## config.mk

```make
export PLATFORM = sky130hd
export DESIGN_NAME = bram_frame_reader
export DESIGN_NICKNAME = d
export VERILOG_FILES = /design/src/rtl/bram_frame_reader.sv
export SDC_FILE = /design/constraint.sdc
export NUM_CORES = 1
export LEC_CHECK = 0
export ABC_CLOCK_PERIOD_IN_PS = 9950
export CORE_UTILIZATION = 60
export CTS_CLUSTER_DIAMETER = 200
export DETAILED_ROUTE_END_ITERATION = 7
export PLACE_DENSITY = 0.84
export SYNTH_ARGS = -nofsm -noshare
export SYNTH_HDL_FRONTEND = slang
export SYNTH_SLANG_ARGS = --single-unit
```

## constraint.sdc

```tcl
create_clock -name clk -period 9.95 [get_ports clk]
set_clock_uncertainty 0.2 [all_clocks]
set_input_delay 1.99 -clock clk [delete_from_list [all_inputs] [get_ports clk]]
set_output_delay 1.99 -clock clk [all_outputs]
set_load 0.03 [all_outputs]
```

## src/rtl/bram_frame_reader.sv

```systemverilog
// Raster-order reader for a 1-bit frame buffer: drives BRAM port B and emits a
// valid/ready pixel stream with SOF/EOL/EOF sideband through a credit-limited
// skid FIFO. Ports: clk, rst_n (async, active low), start, busy, done,
// addrb/doutb (BRAM port B), out_data/out_valid/out_ready, out_sof/eol/eof.
// Optional macro FRAME_READER_CONT_EN: free-running continuous frame mode.
module bram_frame_reader #(
    parameter int IM_WIDTH   = 320,
    parameter int IM_HEIGHT  = 240,
    parameter int ADDR_WIDTH = 17,
    parameter int RD_LATENCY = 1
) (
    input  logic                  clk,
    input  logic                  rst_n,
    input  logic                  start,
    output logic                  busy,
    output logic                  done,
    output logic [ADDR_WIDTH-1:0] addrb,
    input  logic                  doutb,
    output logic                  out_data,
    output logic                  out_valid,
    input  logic                  out_ready,
    output logic                  out_sof,
    output logic                  out_eol,
    output logic                  out_eof
);
    localparam int DEPTH = RD_LATENCY + 1;
    localparam int CW    = $clog2(DEPTH + 1);
    localparam int PW    = (DEPTH > 1) ? $clog2(DEPTH) : 1;
    localparam int XW    = (IM_WIDTH > 1) ? $clog2(IM_WIDTH) : 1;
    localparam int YW    = (IM_HEIGHT > 1) ? $clog2(IM_HEIGHT) : 1;
    localparam logic [ADDR_WIDTH-1:0] LAST =
        ADDR_WIDTH'(IM_WIDTH * IM_HEIGHT - 1);
`ifdef FRAME_READER_CONT_EN
    localparam bit CONT = 1'b1;
`else
    localparam bit CONT = 1'b0;
`endif

    typedef enum logic [1:0] {S_IDLE, S_READ, S_DRAIN} state_t;

    state_t                r_state;
    state_t                w_next;
    logic                  r_rst_ok;
    logic                  r_done;
    logic [ADDR_WIDTH-1:0] r_addr;
    logic [XW-1:0]         r_x;
    logic [YW-1:0]         r_y;
    logic [RD_LATENCY-1:0] r_pv;
    logic [2:0]            r_pt [RD_LATENCY];
    logic [3:0]            r_fifo [DEPTH];
    logic [PW-1:0]         r_wp;
    logic [PW-1:0]         r_rp;
    logic [CW-1:0]         r_cnt;

    logic                  w_valid;
    logic                  w_pop;
    logic                  w_push;
    logic                  w_issue;
    logic                  w_last_addr;
    logic                  w_frame_end;
    logic [CW-1:0]         w_inflight;
    logic [CW:0]           w_used;
    logic [2:0]            w_tag;
    logic [3:0]            w_head;

    function automatic logic [PW-1:0] f_inc(input logic [PW-1:0] p);
        return (p == PW'(DEPTH - 1)) ? '0 : p + 1'b1;
    endfunction

    always_comb begin
        w_inflight = '0;
        for (int i = 0; i < RD_LATENCY; i++) begin
            w_inflight = w_inflight + CW'(r_pv[i]);
        end
    end

    assign w_head      = r_fifo[r_rp];
    assign w_valid     = (r_cnt != '0);
    assign w_pop       = w_valid & out_ready;
    assign w_push      = r_pv[RD_LATENCY-1];
    assign w_frame_end = w_pop & w_head[3];
    assign w_last_addr = (r_addr == LAST);
    // A pop this cycle frees its slot in time for the read issued now,
    // which is what sustains one pixel per clock.
    assign w_used  = (CW+1)'(r_cnt) + (CW+1)'(w_inflight)
                   - (CW+1)'(w_pop);
    assign w_issue = (r_state == S_READ) && (w_used < (CW+1)'(DEPTH));
    assign w_tag   = {(r_x == XW'(IM_WIDTH - 1)) &&
                      (r_y == YW'(IM_HEIGHT - 1)),
                      (r_x == XW'(IM_WIDTH - 1)),
                      (r_addr == '0)};

    always_ff @(posedge clk or negedge rst_n) begin
        if (!rst_n) r_state <= S_IDLE;
        else        r_state <= w_next;
    end

    // A start seen in the cycle done is high is dropped, so a frame
    // always needs a fresh start after the done pulse.
    always_comb begin
        w_next = r_state;
        unique case (r_state)
            S_IDLE:  if (start && r_rst_ok && !r_done) w_next = S_READ;
            S_READ:  if (!CONT && w_issue && w_last_addr) w_next = S_DRAIN;
            S_DRAIN: if (w_frame_end) w_next = S_IDLE;
            default: w_next = S_IDLE;
        endcase
    end

    always_comb begin
        busy      = (r_state != S_IDLE);
        done      = r_done;
        addrb     = r_addr;
        out_valid = w_valid;
        out_data  = w_valid & w_head[0];
        out_sof   = w_valid & w_head[1];
        out_eol   = w_valid & w_head[2];
        out_eof   = w_valid & w_head[3];
    end

    always_ff @(posedge clk or negedge rst_n) begin
        if (!rst_n) begin
            r_rst_ok <= 1'b0;
            r_done   <= 1'b0;
            r_addr   <= '0;
            r_x      <= '0;
            r_y      <= '0;
            r_pv     <= '0;
            r_wp     <= '0;
            r_rp     <= '0;
            r_cnt    <= '0;
            for (int i = 0; i < RD_LATENCY; i++) r_pt[i] <= '0;
            for (int i = 0; i < DEPTH; i++) r_fifo[i] <= '0;
        end else begin
            r_rst_ok <= 1'b1;
            r_done   <= w_frame_end;
            if (w_issue) begin
                if (w_last_addr) begin
                    r_addr <= '0;
                    r_x    <= '0;
                    r_y    <= '0;
                end else begin
                    r_addr <= r_addr + 1'b1;
                    if (r_x == XW'(IM_WIDTH - 1)) begin
                        r_x <= '0;
                        r_y <= r_y + 1'b1;
                    end else begin
                        r_x <= r_x + 1'b1;
                    end
                end
            end
            // Tag travels alongside the BRAM read so it meets doutb.
            r_pv[0] <= w_issue;
            r_pt[0] <= w_tag;
            for (int i = 1; i < RD_LATENCY; i++) begin
                r_pv[i] <= r_pv[i-1];
                r_pt[i] <= r_pt[i-1];
            end
            if (w_push) begin
                r_fifo[r_wp] <= {r_pt[RD_LATENCY-1], doutb};
                r_wp         <= f_inc(r_wp);
            end
            if (w_pop) r_rp <= f_inc(r_rp);
            r_cnt <= r_cnt + CW'(w_push) - CW'(w_pop);
        end
    end
endmodule

```

# After elaboration in Yosys (flattened, before gate mapping)
# Cells that the tools add are included.
dict set report word_totals {
  regBits 54
  out_inout_bits 24
}
dict set report op_classes {
  add_sub_neg 9
  n_lt_le_gt_ge 4
  eq_ne 8
  mux 17
  bitwise 8
  reduce_logical 14
}
# cell n
set ops {}
lappend ops {{$mux 9} 2}
lappend ops {{$add 17x1->17 const B} 1}
lappend ops {{$eq 17x17->1 const B} 1}
lappend ops {{$logic_not 17->1} 1}
lappend ops {{$mux 17} 1}
lappend ops {{$mux 4} 4}
lappend ops {{$mux 8} 2}
lappend ops {{$add 9x1->9 const B} 1}
lappend ops {{$eq 9x9->1 const B} 1}
lappend ops {{$add 8x1->8 const B} 1}
lappend ops {{$bwmux 8} 1}
lappend ops {{$eq 8x8->1 const B} 1}
lappend ops {{$and 1x1->1} 6}
lappend ops {{$logic_and 1x1->1} 6}
lappend ops {{$mux 2} 3}
lappend ops {{$pmux 2 s3} 1}
lappend ops {{$reduce_bool 2->1} 3}
lappend ops {{$demux 4 s1} 1}
lappend ops {{$ge 2x2->1 const B} 2}
lappend ops {{$ne 2x2->1 const B} 2}
lappend ops {{$not 1->2} 2}
lappend ops {{$add 2x1->3} 1}
lappend ops {{$lt 3x2->1 const B} 1}
lappend ops {{$reduce_and 3->1} 1}
lappend ops {{other kinds (12)} 14}

# Depth between registers and ports, before layout
# Gate-level depths: netlist of run 1.
dict set report depth {
  ltp_word 8
  ltp_mapped 15
}

# Least setup slack after synthesis of run 1
# Ideal clock, no wire load.
dict set report synth_timing {
  path_type {in2reg}
  startpoint {in out_ready}
  endpoint {reg r_addr[10] (netlist: addrb[10])}
  setup_ns 0.066
  t_arrival_ns 4.389
  path_slack_ns 5.295
  stages 12
  n_path_buf 1
  path_cell_list {nand2_1 > inv_1 > ha_1 > inv_1 > ha_1 > fa_1 > nor3b_1 > nand2_1 > or3_1 > clkbuf_1 > or4_1 > nand2_1}
}
dict set report synth_via {
  elab_chain_len 4
}
# item line_no
set synth_rtl {}
lappend synth_rtl {{from (decl)} 21} ;# input logic out_ready,
lappend synth_rtl {{$and 1x1->1} 79} ;# assign w_pop = w_valid & out_ready;
lappend synth_rtl {{net w_pop} 56} ;# logic w_pop;
lappend synth_rtl {{$sub 3x1->3} 86} ;# - (CW+1)'(w_pop);
lappend synth_rtl {{net w_used[1]} 62} ;# logic [CW:0] w_used;
lappend synth_rtl {{$lt 3x2->1} 87} ;# assign w_issue = (r_state == S_READ) && (w_used < (CW+1)'(DEPTH));
lappend synth_rtl {{$logic_and 1x1->1} 87}
lappend synth_rtl {{to (signal assigned)} 143} ;# r_addr <= r_addr + 1'b1;
lappend synth_rtl {{to (decl)} 45} ;# logic [ADDR_WIDTH-1:0] r_addr;
# The timed path passes the listed nets, and every way through them passes these cells.
# A chain may end at the register's enable or synchronous reset.

# Final worst setup path of run 1
dict set report layout_timing {
  startpoint {in out_ready}
  endpoint {reg r_y[6]}
}
dict set report layout_via {
  elab_chain_len 5
}
# item line_no
set layout_rtl {}
lappend layout_rtl {{$and 1x1->1} 79}
lappend layout_rtl {{net w_pop} 56}
lappend layout_rtl {{$sub 3x1->3} 86}
lappend layout_rtl {{net w_used[1]} 62}
lappend layout_rtl {{$lt 3x2->1} 87}
lappend layout_rtl {{$logic_and 1x1->1} 87}
lappend layout_rtl {{$reduce_and 2->1 (no source line)} n/a}
lappend layout_rtl {{to (signal assigned)} 146} ;# r_y <= r_y + 1'b1;
lappend layout_rtl {{to (decl)} 47} ;# logic [YW-1:0] r_y;
# The timed path passes the listed nets, and every way through them passes these cells.

==> run metrics, run 1 <==
# port buffers 28; DP Worst Slack 4.118 ns; Max Clock Freq approximately 180 MHz; Min-Delay Path Depth 1; Yosys top cell area share ~51%; DR pass1 iterations 4; vias in the first global route approximately 1.9k; Die W between 60 and 70 µm; outcome finished clean; hold slack approximately 0.29 ns; Antenna Cells 0; final core utilization between 70 and 80%; IO Pins 29; reg2reg start r_cnt[1]; CTS Buf Count 5; Total Nets Final around 310; maximum vdd drop 0.00009366 V; Synth area leaders dfrtp_1, nand2_1, nand3_1, xnor2_1, mux2_2; r2r worst-path depth 14; average routed wire per standard cell around 15 µm; Max-Cap Viols 0; Mean Syn Cell Area roughly 10 µm²; pwr dens roughly 140 nW/µm²; Clk pin slew, worst setup/hold paths about 0.090 ns; Fillers about 300; Syn Nets between 200 and 300; hold buffer count at CTS 0; initial antenna violation count 0; ys flop type dfrtp_1; Critical Setup Path Class input port to flip-flop; CTS max path bufs 2; Rows 23; sequential area share after synthesis between 50% and 60%; via count between 2k and 2.5k; Final Cell Area roughly 3000 µm²; arrival time worst endpoint roughly 5.6 ns; Setup Buffers After CTS 0; reg-to-reg critical path endpoint r_y[6]; total placed cells including tap cells approximately 340; Die Span Y between 60 and 70 µm; max-slew violation count 0; Worst Path Required about 10 ns; core region area approximately 4100 µm²; post-synthesis register bit count between 50 and 60; worst skew pair latency 0.32 ns; worst setup slack after layout approximately 4.4 ns; count of final setup violators 0; grt total ovfl 0; RSZ-0062 raised after global routing no; Area after DPL a little under 3000 µm²; post-synthesis simple-gate area fraction 24.74%; area delta synth->final 15.37%; Residual DRC 0; most frequent cells after synthesis dfrtp_1, nand2_1, nand3_1; first-pass GRT wire length 8.493 mm; Clock Tree Root clkbuf_8; remaining antenna violation count 0; xor/xnor share of the synthesized area 5.248%; Async SR Flop Fraction 100.0%; Crit. End Element flip-flop; initial core utilization ~64%; post-CTS sizing 0; min Tclk post-route roughly 5.5 ns; final cell count without fillers roughly 350; crit path max fanout 24; main combinational cell family by area after synthesis simple AND/OR/NAND/NOR gates; flop-to-flop setup slack 5.64 ns; die area ~4700 µm²; area taken by multi-input logic gates around 1200 µm²; Cell variety after synth 41; Static Leak 1.343 nW; HP Start r_state[1]; adder-cell share of the synthesized area about 3.6%; share of cells above drive strength 1 between 7 and 8%; Reg area approximately 1400 µm²; Total Wirelength about 5.3 mm; cell area after synthesis 2670 µm²; Total Power ~430 µW; CTS tree built; hold worst-path end r_state[0]; HPWL after DPL approximately 3.6 mm; normalized max-slew margin about two fifths; Slew @ Worst Pin ~0.87 ns; mux cell area share after synthesis between 4 and 5%; Post-synth EDFFs 0; most common cell in the synthesized netlist dfrtp_1; largest net degree at the start of global routing 55; Final GP Congestion between 0.8 and 0.9; via density per instance 6.077; # clock sinks 54; Mapped Cells 275; Hold Violations, Final 0; Total GRT Usage 25.15%; crit share post-route between 50% and 60%; warnings from Yosys 0; DRT iter0 DRCs between 100 and 150; HP Class flip-flop to flip-flop; H-tree depth 2; Fin Setup TNS 0 ns; crit path launch type input port; Yosys top cell by area dfrtp_1; Synth Area in Compound Gates between 7 and 8%
-- cell families (layout without fill, tap and decap cells) --
family,count (synthesis),count (layout)
and+or+nand+nor,128,128
adders and majority gates,7,7
other,1,1
buffers and inverters,20,47
DFF,54,54
AOI/OAI and AO/OA,37,37
muxes,12,12
xor gates and xnor gates,16,16
-- layer usage --
metal | vias to the layer above | GRT usage [%] | part of all wire, %
met5 | - | 0 | 0
met4 | 0 | 12.76 | 1.8
met3 | 8 | 4.934 | 5.5
met2 | 75 | 40.32 | 48
met1 | 1042 | 32.44 | 45
li1 | 1014 | - | -
-- flip-flops by register name (all words and copies together) (netlist names) --
signal    cells
r_wp          1
r_pt          3
r_rp          1
r_state       2
r_rst_ok      1
r_fifo        8
r_pv          1
done          1
addrb        17
r_y           8
r_cnt         2
r_x           9
-- worst max-delay path, stage by stage --
cell,delay (ns)
clkdlybuf4s50_1,0.40
nand2_1,0.11
inv_1,0.06
ha_1,0.26
inv_1,0.04
ha_1,0.19
fa_1,0.52
nor3b_1,0.06
nand2_1,0.57
clkinv_1,0.61
and2_1,0.36
or3_1,0.35
nand2_1,0.07
-- power by group --
| group | internal [mW] | switching (mW) |
|---|---|---|
| Clock | 0.0748 | 0.0733 |
| Combinational | 0.0218 | 0.0292 |
| Sequential | 0.226 | 0.00831 |
| Total | 0.323 | 0.111 |
-- layout make-up --
class	count	share of cell area [%]
sequential	54	43.87
multi-input combinational	201	40.01
timing repair buffer	29	9.180
clock buffer	5	2.234
tap	50	2.031
clock inverter	3	1.462
inverter	10	1.219
-- how the worst max path moves through the flow --
stage	slack (ns)	end	startpoint
6_report	4.41	r_y[6]	out_ready
5_1_grt	4.17	r_y[6]	out_ready
4_1_cts	4.43	r_y[6]	out_ready
3_5_place_dp	4.12	r_y[6]	out_ready
3_3_place_gp	4.23	r_y[6]	out_ready
2_1_floorplan	5.29	addrb[10]	out_ready
-- cells in the final DEF, fill, tap and decap left out, types with 2 or more instances in the layout --
cell type | netlist | layout
nor4_1 | 7 | 7
o21ai_1 | 11 | 11
mux2i_1 | 4 | 4
nand2b_1 | 6 | 6
nand3_1 | 21 | 21
inv_1 | 9 | 9
or4_1 | 2 | 2
xor2_1 | 5 | 5
and3_1 | 5 | 5
o31ai_1 | 3 | 3
clkinvlp_4 | 0 | 2
a21oi_1 | 5 | 5
nor2_1 | 20 | 20
and2_1 | 2 | 2
mux2_2 | 8 | 8
or3_1 | 6 | 6
ha_1 | 6 | 6
or2_2 | 2 | 2
nand4_1 | 7 | 7
xnor2_1 | 11 | 11
nor3_1 | 9 | 9
dfrtp_1 | 54 | 54
clkbuf_8 | 0 | 5
nand2_1 | 34 | 34
a31oi_1 | 2 | 2
clkdlybuf4s50_1 | 0 | 27
o21ai_0 | 13 | 13
Note: power is estimated with default switching activity, not from simulation.
==> run 2, diff against run 1 <==
ABC_CLOCK_PERIOD_IN_PS = 4450   (was 9950)
CORE_UTILIZATION = 50   (was 60)
PLACE_DENSITY = 0.75   (was 0.84)
clock period = 4.45 ns   (was 9.95 ns; I/O delays follow)
==> run metrics, run 2 (synthesis results as in run 1) <==
Total GRT Usage 20.25% (-4.9 points); Max Clock Freq approximately 260 MHz; CP Buf/Inv Count 5 (+1); remaining antenna violation count 0 (unchanged); DRT iter0 DRCs 136 (+12%); core region area 5140 µm² (+24%); Fin Setup TNS 0 ns (unchanged); vias in the first global route 1894 (+0.96%); pwr dens 292.0 nW/µm² (+110%); initial antenna violation count 0 (unchanged); Die W 75.08 µm (+9.3%); max incr delay on CP 0.51 ns (-0.10 ns); # port buffers 28 (unchanged); HP Class input port to asynchronous set/reset pin; HPWL after DPL 3.769 mm (+4.5%); Static Leak 1.350 nW (+0.56%); crit path max fanout 15 (-38%); hold buffer count at CTS 0 (unchanged); DR pass1 iterations 4 (unchanged); grt total ovfl 0 (unchanged); RSZ-0062 raised after global routing no; Setup Buffers After CTS 0 (unchanged); Max-Cap Viols 0 (unchanged); Residual DRC 0 (unchanged); Rows 26 (+13%); largest net degree at the start of global routing 50 (-9.1%); via density per instance 5.533 (-8.9%); Clock Tree Root clkbuf_8; most used cell, CP nand2_1; die area 5636 µm² (+19%); CTS tree built; hold slack 0.1914 ns (-0.09771 ns); worst skew pair latency 0.30 ns (-0.02 ns); Worst Path Required 4.49 ns (-5.52 ns); share of cells above drive strength 1 8.197% (+0.91 points); DP Worst Slack 0.2785 ns (-3.839 ns); Hold Violations, Final 0 (unchanged); H-tree depth 2 (unchanged); Slew @ Worst Pin 0.7550 ns (-0.1101 ns); area delta synth->final 16.26%; initial core utilization 51.95% (-12 points); Critical Setup Path Class input port to flip-flop; max-slew violation count 0 (unchanged); Clk pin slew, worst setup/hold paths 0.09 ns (about the same); total placed cells including tap cells 367 (+6.7%); worst setup slack after layout 0.5843 ns (-3.828 ns); Final Cell Area 3104 µm² (+0.77%); Antenna Cells 0 (unchanged); most frequent cells in the layout dfrtp_1, nand2_1, clkdlybuf4s50_1; max reg flops 17 (unchanged); min Tclk post-route ~3.9 ns; normalized max-slew margin 49.29% (+7.4 points); # clock sinks 54 (unchanged); crit share post-route 86.87%; Die Span Y 75.08 µm (+9.3%); CP cell instances clkdlybuf4s50_1 > nand2_1 > inv_1 > ha_1 > inv_1 > ha_1 > fa_1 > nor3b_1 > nand2_1 > buf_4 > clkinv_1 > and2_1 > or3_1 > nand2_1; post-CTS sizing 0 (unchanged); arrival time worst endpoint 3.91 ns (-1.69 ns); maximum vdd drop 0.0001409 V (+50%); Area after DPL 3014 µm² (+1.6%); Crit path max-delay family simple AND/OR/NAND/NOR gates; Total Nets Final 316 (+0.96%); via count 2075 (-3.0%); IO Pins 29 (unchanged); CTS Buf Count 5 (unchanged); first-pass GRT wire length 8.618 mm (+1.5%); Crit. End Element flip-flop; count of final setup violators 0 (unchanged); slowest stage cell, crit path fa_1; final cell count without fillers 375 (+6.5%); CTS max path bufs 2 (unchanged); Final GP Congestion 0.8260 (+0.62%); outcome finished clean; average routed wire per standard cell 14.11 µm (-7.0%); crit path launch type input port; commonest non-fill, non-tap cell in the layout dfrtp_1; Total Wirelength 5.290 mm (-0.88%)
## run 2: cell types whose count changed in the layout (fill, tap and decap cells not counted)
cell,previous run,this run
clkinv_2,0,1
buf_4,1,4
clkinv_4,0,1
bufinv_16,1,0
clkinvlp_4,2,1
## run 2: worst paths after layout
kind,to,from,slack [ns],cells after the start
setup / recovery,r_y[6],out_ready,0.58,14
hold / removal,r_state[1],rst_n,0.19,1
setup reg to reg,r_y[6],r_cnt[1],0.76,15
hold reg to reg,r_wp,r_wp,0.29,1
max in group asynchronous,addrb[12],rst_n,3.06,2
min in group clk,r_wp,r_wp,0.29,1
## run 2: final cells by class
class	count	area [µm²]
Inverter	10	37.54
Tap cell	70	87.58
Sequential cell	54	1351
Timing Repair Buffer	32	305.3
Fill cell	475	2036
Multi-Input combinational cell	201	1232
Clock buffer	5	68.82
Clock inverter	3	21.27
## run 2: metal layers
layer | vias to the layer above | share of wire (%) | GRT usage [%]
met5 | - | 0 | 0
met4 | 0 | 1.4 | 7.757
met3 | 7 | 3.6 | 3.347
met2 | 54 | 46 | 32.13
met1 | 989 | 49 | 27.98
li1 | 1025 | - | -
## run 2: report_power, final
group	internal [mW]	leakage (nW)	switching (mW)	total, mW
Combinational	0.0497	0.589	0.0642	0.114
Clock	0.111	0.0441	0.157	0.268
Sequential	0.506	0.717	0.0186	0.525
## run 2: metrics by stage
step	utilization, %	total power, mW
floorplan	-	0.6078
global placement	58.64	0.6432
detailed placement	58.64	0.6516
CTS	60.39	0.9217
global route	60.39	0.9501
finish	60.39	0.9063
==> run 3, diff against run 2 <==
CAP_MARGIN = 10   (was default)
CTS_CLUSTER_SIZE = 25   (was default)
GPL_TIMING_DRIVEN = 0   (was default)
==> run metrics, run 3 (synthesis results as in run 1) <==
outcome finished clean; # port buffers 28 (unchanged); Most Crowded Layer GR met2; die area 5636 µm² (unchanged); Crit. End Element flip-flop; Residual DRC 0 (unchanged); pwr dens 305.8 nW/µm² (+4.7%); GR Util met1 27.03% (-0.95 points); IO Pins 29 (unchanged); average routed wire per standard cell 14.10 µm (about the same); DRT iter0 DRCs 111 (-18%); Antenna Cells 0 (unchanged); max incr delay on CP 0.46 ns (-0.05 ns); largest net degree at the start of global routing 31 (-38%); Clk pin slew, worst setup/hold paths 0.08 ns (about the same); Total Wirelength 5.386 mm (+1.8%); Total Nets Final 323 (+2.2%); reg2reg start r_cnt[1]; grt total ovfl 0 (unchanged); arrival time worst endpoint 3.97 ns (+0.06 ns); normalized max-slew margin 47.16% (-2.1 points); clock group share of total power 33.5% (+4.0 points); hold buffer count at CTS 0 (unchanged); Crit path max-delay family simple AND/OR/NAND/NOR gates; commonest non-fill, non-tap cell in the layout dfrtp_1; met3 Track Usage GR 4.418% (+1.1 points); Fillers 467 (-1.7%); RSZ-0062 raised after global routing no; Critical Setup Path Class input port to flip-flop; HP Start r_state[1]; H-tree depth 2 (unchanged); min Tclk post-route 3.951 ns (+0.08528 ns); core region area 5140 µm² (unchanged); Max Clock Freq 253.1 MHz (-2.2%); worst setup slack after layout 0.4991 ns (-0.08528 ns); final cell count without fillers 382 (+1.9%); maximum vdd drop 0.0001541 V (+9.4%); most frequent cells in the layout dfrtp_1, nand2_1, clkdlybuf4s50_1; via density per instance 5.450 (-1.5%); final core utilization 61.51% (+1.1 points); CTS Buf Count 5 (unchanged); Die W 75.08 µm (unchanged); Final GP Congestion 0.8221 (-0.47%); via count 2082 (+0.34%); Max-Cap Viols 0 (unchanged); max reg flops 17 (unchanged); initial antenna violation count 0 (unchanged); worst skew pair latency 0.32 ns (+0.02 ns); vias in the first global route 1937 (+2.3%); # clock sinks 54 (unchanged); share of cells above drive strength 1 7.692% (-0.50 points); total placed cells including tap cells 374 (+1.9%); CTS tree built; slowest stage cell, crit path fa_1; Slew @ Worst Pin 0.7866 ns (+0.03164 ns); HPWL after DPL 3.901 mm (+3.5%); Total GRT Usage 21.13% (+0.89 points); crit path launch type input port; sequential fraction of design power 53.2% (-4.7 points); switching pwr 243.1 µW (+1.4%); HP Class flip-flop to flip-flop; Worst Path Required 4.47 ns (-0.02 ns); Setup Buffers After CTS 0 (unchanged); most used cell, CP nand2_1; Rows 26 (unchanged); Internal Power 723.8 µW (+8.6%); Die Span Y 75.08 µm (unchanged); initial core utilization 51.95% (unchanged); Static Leak 1.376 nW (+1.9%); Clock Tree Root clkbuf_8; CTS max path bufs 2 (unchanged); DR pass1 iterations 4 (unchanged); DP Worst Slack 0.1778 ns (-0.1007 ns); met2 Use GR 35.34% (+3.2 points); Fin Setup TNS 0 ns (unchanged); Reg area 1351 µm² (unchanged); CP Buf/Inv Count 4 (-1); max-slew violation count 0 (unchanged); post-CTS sizing 0 (unchanged); first-pass GRT wire length 8.783 mm (+1.9%); Setup crit start out_ready; area taken by multi-input logic gates 1232 µm² (unchanged); remaining antenna violation count 0 (unchanged); Sw Share 25.14% (-1.3 points); crit path max fanout 10 (-5); crit share post-route 88.79% (+1.9 points); CP cell instances clkdlybuf4s50_1 > nand2_1 > inv_1 > ha_1 > inv_1 > ha_1 > fa_1 > nor3b_1 > nand2_1 > clkbuf_1 > nor2_1 > nand2_1 > o31ai_1; Comb power frac 13.3% (+0.7 points); count of final setup violators 0 (unchanged); Hold Violations, Final 0 (unchanged); area delta synth->final 18.42%
[run 3: changes by cell type in the layout (fill, tap and decap cells not counted), sizes merged]
cell / delta
bufinv: +1
clkinvlp: -1
clkbuf: +7
[run 3: worst paths after layout]
check	to	slack, ns	cells past startpoint
setup / recovery	r_y[4]	0.50	13
hold / removal	r_state[0]	0.28	1
setup reg to reg	r_y[4]	0.66	14
hold reg to reg	r_state[0]	0.28	1
max in group asynchronous	r_x[6]	3.09	2
min in group asynchronous	addrb[13]	0.41	1
[run 3: routing by layer]
metal	up-vias	wire [µm]
met5	-	0
li1	1030	-
met1	1000	2539
met2	45	2536
met3	7	220
met4	0	89
[run 3: through the flow]
stage,power [mW],hold slack (ns),cell area (µm²)
after floorplan,0.6078,0.2396,2670
after detailed placement,0.6566,0.2772,3053
final,0.9668,0.2762,3162
after CTS,0.9768,0.2833,3162
after global placement,0.6463,0.2649,3038
after global routing,1.010,0.3205,3162
[run 3: power groups by stage]
stage	Clock (mW)	Combinational (mW)	Sequential (mW)
2_1_floorplan	0	0.0857	0.522
3_3_place_gp	0	0.123	0.523
3_5_place_dp	0	0.132	0.525
4_1_cts	0.329	0.133	0.515
5_1_grt	0.348	0.146	0.517
6_report	0.324	0.129	0.515
[run 3: worst reg2reg max path: stages (launching register included)]
cell and delay (ns):
dfrtp_1 0.42, nor2_1 0.28, inv_1 0.10, nand2_1 0.14
inv_1 0.07, ha_1 0.27, inv_1 0.04, ha_1 0.19
fa_1 0.46, nor3b_1 0.19, nand2_1 0.20, clkbuf_1 0.30
nor2_1 0.43, nand2_1 0.19, o31ai_1 0.23
[run 3: area by class of cell]
type / instances / area share (%)
plain buffers: 10 / 1.543
clock buffers: 5 / 2.176
clock inverters: 3 / 1.266
inverters: 10 / 1.187
multi-input cells: 201 / 38.98
flip-flops and latches: 54 / 42.74
well taps: 70 / 2.770
repair buffers: 29 / 9.339
